$ cat src/rtl/act_poly_unit.sv
// Fixed-point tanh/sigmoid unit: odd Taylor series by Horner on one shared multiplier.
// Latency: NTERMS+4 cycles on the series path, 3 on the saturation path (accept edge counted).
// Backpressure: in_ready only in IDLE; the result is held stable in DONE until out_ready.
module act_poly_unit #(
    parameter int W      = 32,
    parameter int FRAC   = 26,
    parameter int NTERMS = 5,
    parameter int SAT_TH = 87241523
) (
    input  logic         clk,
    input  logic         rst,
    input  logic         flush,
    input  logic         in_valid,
    output logic         in_ready,
    input  logic [W-1:0] in_data,
    input  logic         in_mode,
    output logic         out_valid,
    input  logic         out_ready,
    output logic [W-1:0] out_data,
    output logic         out_sat
);

    localparam logic [2:0] S_IDLE = 3'd0;
    localparam logic [2:0] S_ABS  = 3'd1;
    localparam logic [2:0] S_SQR  = 3'd2;
    localparam logic [2:0] S_HORN = 3'd3;
    localparam logic [2:0] S_FIN  = 3'd4;
    localparam logic [2:0] S_SIGN = 3'd5;
    localparam logic [2:0] S_DONE = 3'd6;

    // Coefficients are round(c * 2^FRAC); round(a/b) is taken as floor((2a+b)/(2b)).
    localparam longint         ONE_L   = longint'(1) <<< FRAC;
    localparam logic [W-1:0]   ONE     = W'(ONE_L);
    localparam logic [W-1:0]   HALF    = W'(ONE_L >>> 1);
    localparam logic [W-1:0]   C1      = ONE;
    localparam logic [W-1:0]   C3      = W'(-((2 * ONE_L + 3) / 6));
    localparam logic [W-1:0]   C5      = W'((4 * ONE_L + 15) / 30);
    localparam logic [W-1:0]   C7      = W'(-((34 * ONE_L + 315) / 630));
    localparam logic [W-1:0]   C9      = W'((124 * ONE_L + 2835) / 5670);
    localparam logic [W-1:0]   SAT_LIM = W'(SAT_TH);
    localparam logic [W-1:0]   MIN_NEG = {1'b1, {(W-1){1'b0}}};

    // Coefficient of term k (k=1 -> x, k=2 -> x^3, ... k=5 -> x^9).
    function automatic logic [W-1:0] coef(input logic [2:0] k);
        case (k)
            3'd1:    coef = C1;
            3'd2:    coef = C3;
            3'd3:    coef = C5;
            3'd4:    coef = C7;
            3'd5:    coef = C9;
            default: coef = '0;
        endcase
    endfunction

    logic [2:0]     state;
    logic [W-1:0]   x_r;
    logic           mode_r;
    logic           neg_r;
    logic [W-1:0]   u_r;
    logic [W-1:0]   u2_r;
    logic [W-1:0]   acc_r;
    logic [W-1:0]   mag_r;
    logic           sat_r;
    logic [2:0]     cnt_r;

    logic [W-1:0]   mul_a;
    logic [W-1:0]   mul_b;
    logic [2*W-1:0] mul_full;
    logic [W-1:0]   mul_q;
    logic           mul_unused;

    logic [W-1:0]   abs_x;
    logic [W-1:0]   u_abs;
    logic           sat_hit;
    logic [W-1:0]   t_val;
    logic [W-1:0]   res_val;

    assign in_ready = (state == S_IDLE);

    // Operand select for the single shared multiplier: u*u in SQR, acc*u in FIN, acc*u2 in HORN.
    always_comb begin
        mul_a = acc_r;
        mul_b = u2_r;
        case (state)
            S_SQR: begin
                mul_a = u_r;
                mul_b = u_r;
            end
            S_FIN: begin
                mul_a = acc_r;
                mul_b = u_r;
            end
            default: ;
        endcase
    end

    // Both operands are sign-extended so the low 2W bits hold the signed product;
    // taking bits [FRAC+W-1:FRAC] is an arithmetic shift (floor) truncated to W.
    assign mul_full   = {{W{mul_a[W-1]}}, mul_a} * {{W{mul_b[W-1]}}, mul_b};
    assign mul_q      = mul_full[FRAC+W-1:FRAC];
    assign mul_unused = ^{mul_full[2*W-1:FRAC+W], mul_full[FRAC-1:0]};

    // Magnitude and saturation decision; sigmoid evaluates tanh(x/2), hence the halving.
    always_comb begin
        abs_x   = x_r[W-1] ? -x_r : x_r;
        u_abs   = mode_r ? {abs_x[W-1], abs_x[W-1:1]} : abs_x;
        sat_hit = (x_r == MIN_NEG) || ($signed(u_abs) > $signed(SAT_LIM));
    end

    // Sign restore and output mapping; sigmoid(x) = 1/2 + tanh(x/2)/2.
    always_comb begin
        t_val   = neg_r ? -mag_r : mag_r;
        res_val = mode_r ? (HALF + {t_val[W-1], t_val[W-1:1]}) : t_val;
    end

    // Sequencer and datapath registers; flush aborts to IDLE but keeps the last out_data.
    always_ff @(posedge clk or negedge rst) begin
        if (!rst) begin
            state     <= S_IDLE;
            x_r       <= '0;
            mode_r    <= 1'b0;
            neg_r     <= 1'b0;
            u_r       <= '0;
            u2_r      <= '0;
            acc_r     <= '0;
            mag_r     <= '0;
            sat_r     <= 1'b0;
            cnt_r     <= '0;
            out_valid <= 1'b0;
            out_data  <= '0;
            out_sat   <= 1'b0;
        end else if (flush) begin
            state     <= S_IDLE;
            out_valid <= 1'b0;
            out_sat   <= 1'b0;
        end else begin
            case (state)
                S_IDLE: begin
                    if (in_valid) begin
                        x_r    <= in_data;
                        mode_r <= in_mode;
                        state  <= S_ABS;
                    end
                end
                S_ABS: begin
                    neg_r <= x_r[W-1];
                    u_r   <= u_abs;
                    if (sat_hit) begin
                        mag_r <= ONE;
                        sat_r <= 1'b1;
                        state <= S_SIGN;
                    end else begin
                        sat_r <= 1'b0;
                        state <= S_SQR;
                    end
                end
                S_SQR: begin
                    u2_r  <= mul_q;
                    acc_r <= coef(3'(NTERMS));
                    cnt_r <= 3'(NTERMS - 1);
                    state <= S_HORN;
                end
                S_HORN: begin
                    acc_r <= coef(cnt_r) + mul_q;
                    if (cnt_r == 3'd1) begin
                        state <= S_FIN;
                    end else begin
                        cnt_r <= cnt_r - 3'd1;
                    end
                end
                S_FIN: begin
                    mag_r <= mul_q;
                    state <= S_SIGN;
                end
                S_SIGN: begin
                    out_data  <= res_val;
                    out_sat   <= sat_r;
                    out_valid <= 1'b1;
                    state     <= S_DONE;
                end
                S_DONE: begin
                    if (out_ready) begin
                        out_valid <= 1'b0;
                        state     <= S_IDLE;
                    end
                end
                default: state <= S_IDLE;
            endcase
        end
    end

endmodule

$ cat config.mk
export PLATFORM = sky130hd
export DESIGN_NAME = act_poly_unit
export DESIGN_NICKNAME = d
export VERILOG_FILES = /design/src/rtl/act_poly_unit.sv
export SDC_FILE = /design/constraint.sdc
export NUM_CORES = 2
export LEC_CHECK = 0
export CORE_UTILIZATION = 57
export DETAILED_ROUTE_END_ITERATION = 7
export HOLD_SLACK_MARGIN = 0.06
export PLACE_DENSITY_LB_ADDON = 0.2
export SYNTH_ARGS = -nofsm -noshare
export SYNTH_HDL_FRONTEND = slang
export SYNTH_SLANG_ARGS = --single-unit
$ cat constraint.sdc
create_clock -name clk -period 23.3 [get_ports clk]
set_clock_uncertainty 0.15 [all_clocks]
set_input_delay 3.495 -clock clk [delete_from_list [all_inputs] [get_ports clk]]
set_output_delay 3.495 -clock clk [all_outputs]
set_load 0.03 [all_outputs]
==> impl_metrics.json <==
{
  "run_status": "completed",
  "routedLengthMet1_um": 53800,
  "layout.nets": 6256,
  "cp-end-kind": "register",
  "port_buffers": 72,
  "synth_edf_count": 0,
  "cts_tree": "done",
  "cts_setup_buffers": 0,
  "area_growth_pct": 6.06,
  "grt_pass1_wl_um": 218000,
  "path_max_fanout": 35,
  "synth_top_family_by_area": "adder cells",
  "yosysSeqAreaShare_pct": 11.2,
  "die_width_um": 284,
  "placed_area_mm2": 0.0474,
  "start_kind": "register",
  "hpwl_um": 110000,
  "grtUsageTotal_pct": 35.9,
  "fmax_mhz": 79.0,
  "die_area_mm2": 0.0809,
  "grt_max_degree": 86,
  "dr.max_layer_used": "met4",
  "clock_latency_ns": 0.53,
  "finalHoldViolCount": 0,
  "final_common_cell": "fa_1",
  "post-route-min-period_ns": 12.65,
  "utilization_pct": 61.1,
  "grt_pass1_vias": 37300,
  "antenna_found_initial": 1,
  "slowest_stage": "nor2_4",
  "cp_common_cell": "fa_1",
  "gp_congestion": 0.998,
  "drt_iter0_markers": 2887,
  "ys_warn_count": 0,
  "rsz0062_at_grt": "false",
  "slew_violations": 0,
  "synthMuxAreaShare_pct": 4.08,
  "critical_path_buf_inv_count": 7,
  "h-tree-depth": 1,
  "layout_common_cells": "fa_1 (1011), inv_1 (1007), nand2_1 (680), nor2_1 (680), ha_1 (208)",
  "max_slew_margin_pct": 17.8,
  "synth_seq_cells": 203,
  "route.met2.wl_um": 64800,
  "final_cell_area_mm2": 0.0482,
  "maxCapViolations": 0,
  "worstSetupPathType": "reg2reg",
  "route.detailed.drc": 0,
  "coreArea_mm2": 0.0790,
  "clock-sinks": 203,
  "path_clk_slew_ns": 0.06,
  "fin_setup_tns_ns": 0,
  "tightest_slew_ns": 1.20,
  "synth_xor_area_share_pct": 2.65,
  "io_pins": 73,
  "clockBufferDepth": 3,
  "ctsResizeCount": 0,
  "critPathTopFamily": "adder cells",
  "cts_buffers": 24,
  "wl_per_cell_um": 23.0,
  "syn_area_mm2": 0.0455,
  "dieHeight_um": 284,
  "synth-simple-area-share_pct": 14.0,
  "route.final.wire_length_um": 140000,
  "ys.flop_type": "dfrtp_1",
  "worstPathRequired_ns": 23.56,
  "route.met3.wl_um": 10700,
  "synth_fa_ha_area_share_pct": 50.2,
  "cp_slowest_stage_delay_ns": 0.77,
  "start_util_pct": 57.6,
  "first_pass_iters": 5,
  "avgViaCountPerCell": 5.83,
  "antenna_left": 0,
  "via_count": 35400,
  "drive_above_1_share_pct": 6.44,
  "post-route-period-util_pct": 54.3,
  "synth_compound_area_share_pct": 7.57,
  "root_buffer": "clkbuf_16",
  "gr-total-overflow": 0,
  "fp-row-count": 103,
  "hold_class": "reg2reg",
  "netlist_instances": 5054,
  "synth-async-reset-ratio_pct": 100,
  "postSynthAreaPerCell_um2": 9.00,
  "arrival_ns": 12.91,
  "timing.hold.ws_ns": 0.325,
  "setup-violations-final": 0,
  "holdBufCountCts": 0,
  "synth_fp_nets": 6311,
  "netlist-cell-type-count": 80
}
## layout make-up
| class | instances | area (um2) |
|---|---|---|
| tap | 1050 | 1310 |
| antenna | 1 | 2.50 |
| fill | 6939 | 30800 |
| clock inverter | 12 | 175 |
| inverter | 1009 | 3790 |
| clock buffer | 29 | 639 |
| sequential | 203 | 5080 |
| timing repair buffer | 153 | 1330 |
| multi-input combinational | 3608 | 35900 |
## path summary, 6_finish.rpt
path / startpoint / endpoint / slack [ns] / cells past startpoint
max reg2reg: state[1] / acc_r[25] / 10.65 / 38
min reg2reg: out_data[30] / out_data[30] / 0.32 / 1
max in group asynchronous: rst / u2_r[0] / 18.71 / 2
min: out_data[30] / out_data[30] / 0.32 / 1
min in group asynchronous: rst / x_r[13] / 2.88 / 1
max: state[1] / acc_r[25] / 10.65 / 38
## registers in the layout, indices dropped and copies added (netlist names)
name       cells
sat_r          1
out_valid      1
acc_r         32
mode_r         1
out_data      32
x_r           32
u2_r          32
out_sat        1
neg_r          1
state          3
cnt_r          3
u_r           32
mag_r         32
## metrics by stage
stage / setup WS (ns) / std cells
floorplan: 12.09 / 5054
global placement: 10.87 / 6023
detailed placement: 10.49 / 6023
CTS: 10.42 / 6064
global route: 10.08 / 6064
finish: 10.65 / 6065
## cell usage after synthesis, types with 5 or more instances
cell type	count	area, um2
fa_1	1011	20200
inv_1	1008	3780
nand2_1	681	2560
nor2_1	681	2560
ha_1	208	2600
clkbuf_1	205	769
dfrtp_1	203	5080
o21ai_0	176	881
a21oi_1	109	546
mux2_2	96	1080
xnor2_1	88	771
mux2i_1	75	751
xor2_1	48	420
a21o_1	39	293
nor3_1	30	150
o31ai_2	29	363
nand3_1	26	130
or3_1	23	144
o31ai_1	20	150
nand2b_1	19	119
a211oi_1	17	128
a31oi_1	17	106
buf_1	16	60.1
nor2b_1	14	87.6
nor4_1	14	87.6
or2_2	14	87.6
o21a_1	12	90.1
nand4_1	11	68.8
o41ai_1	10	87.6
buf_2	9	45.0
o211ai_1	9	67.6
and2_1	8	50.1
and3_1	8	50.1
nor3b_1	8	60.1
a211o_1	7	61.3
or4_1	7	52.6
nand3b_1	6	45.0
a41oi_1	5	43.8
o21bai_1	5	37.5
o31a_1	5	43.8
## logic make-up (layout without fill, tap and decap cells)
family	Yosys count	in the layout
multiplexers	173	173
other	0	1
AO/OA/AOI/OAI	517	517
AND/OR/NAND/NOR	1562	1562
adder cells (fa/ha/maj)	1219	1219
buffers and inverters	1243	1203
flip-flops	203	203
XOR/XNOR	137	137
## layer usage
metal | track usage, % | vias up
li1 | - | 15200
met1 | 47.1 | 18300
met2 | 57.5 | 1506
met3 | 4.97 | 377
met4 | 20.9 | 0
met5 | 0 | -
Power is left out: the tool's default activity adds up to more than one toggle a clock period on the data nets, which glitch-free logic cannot reach.
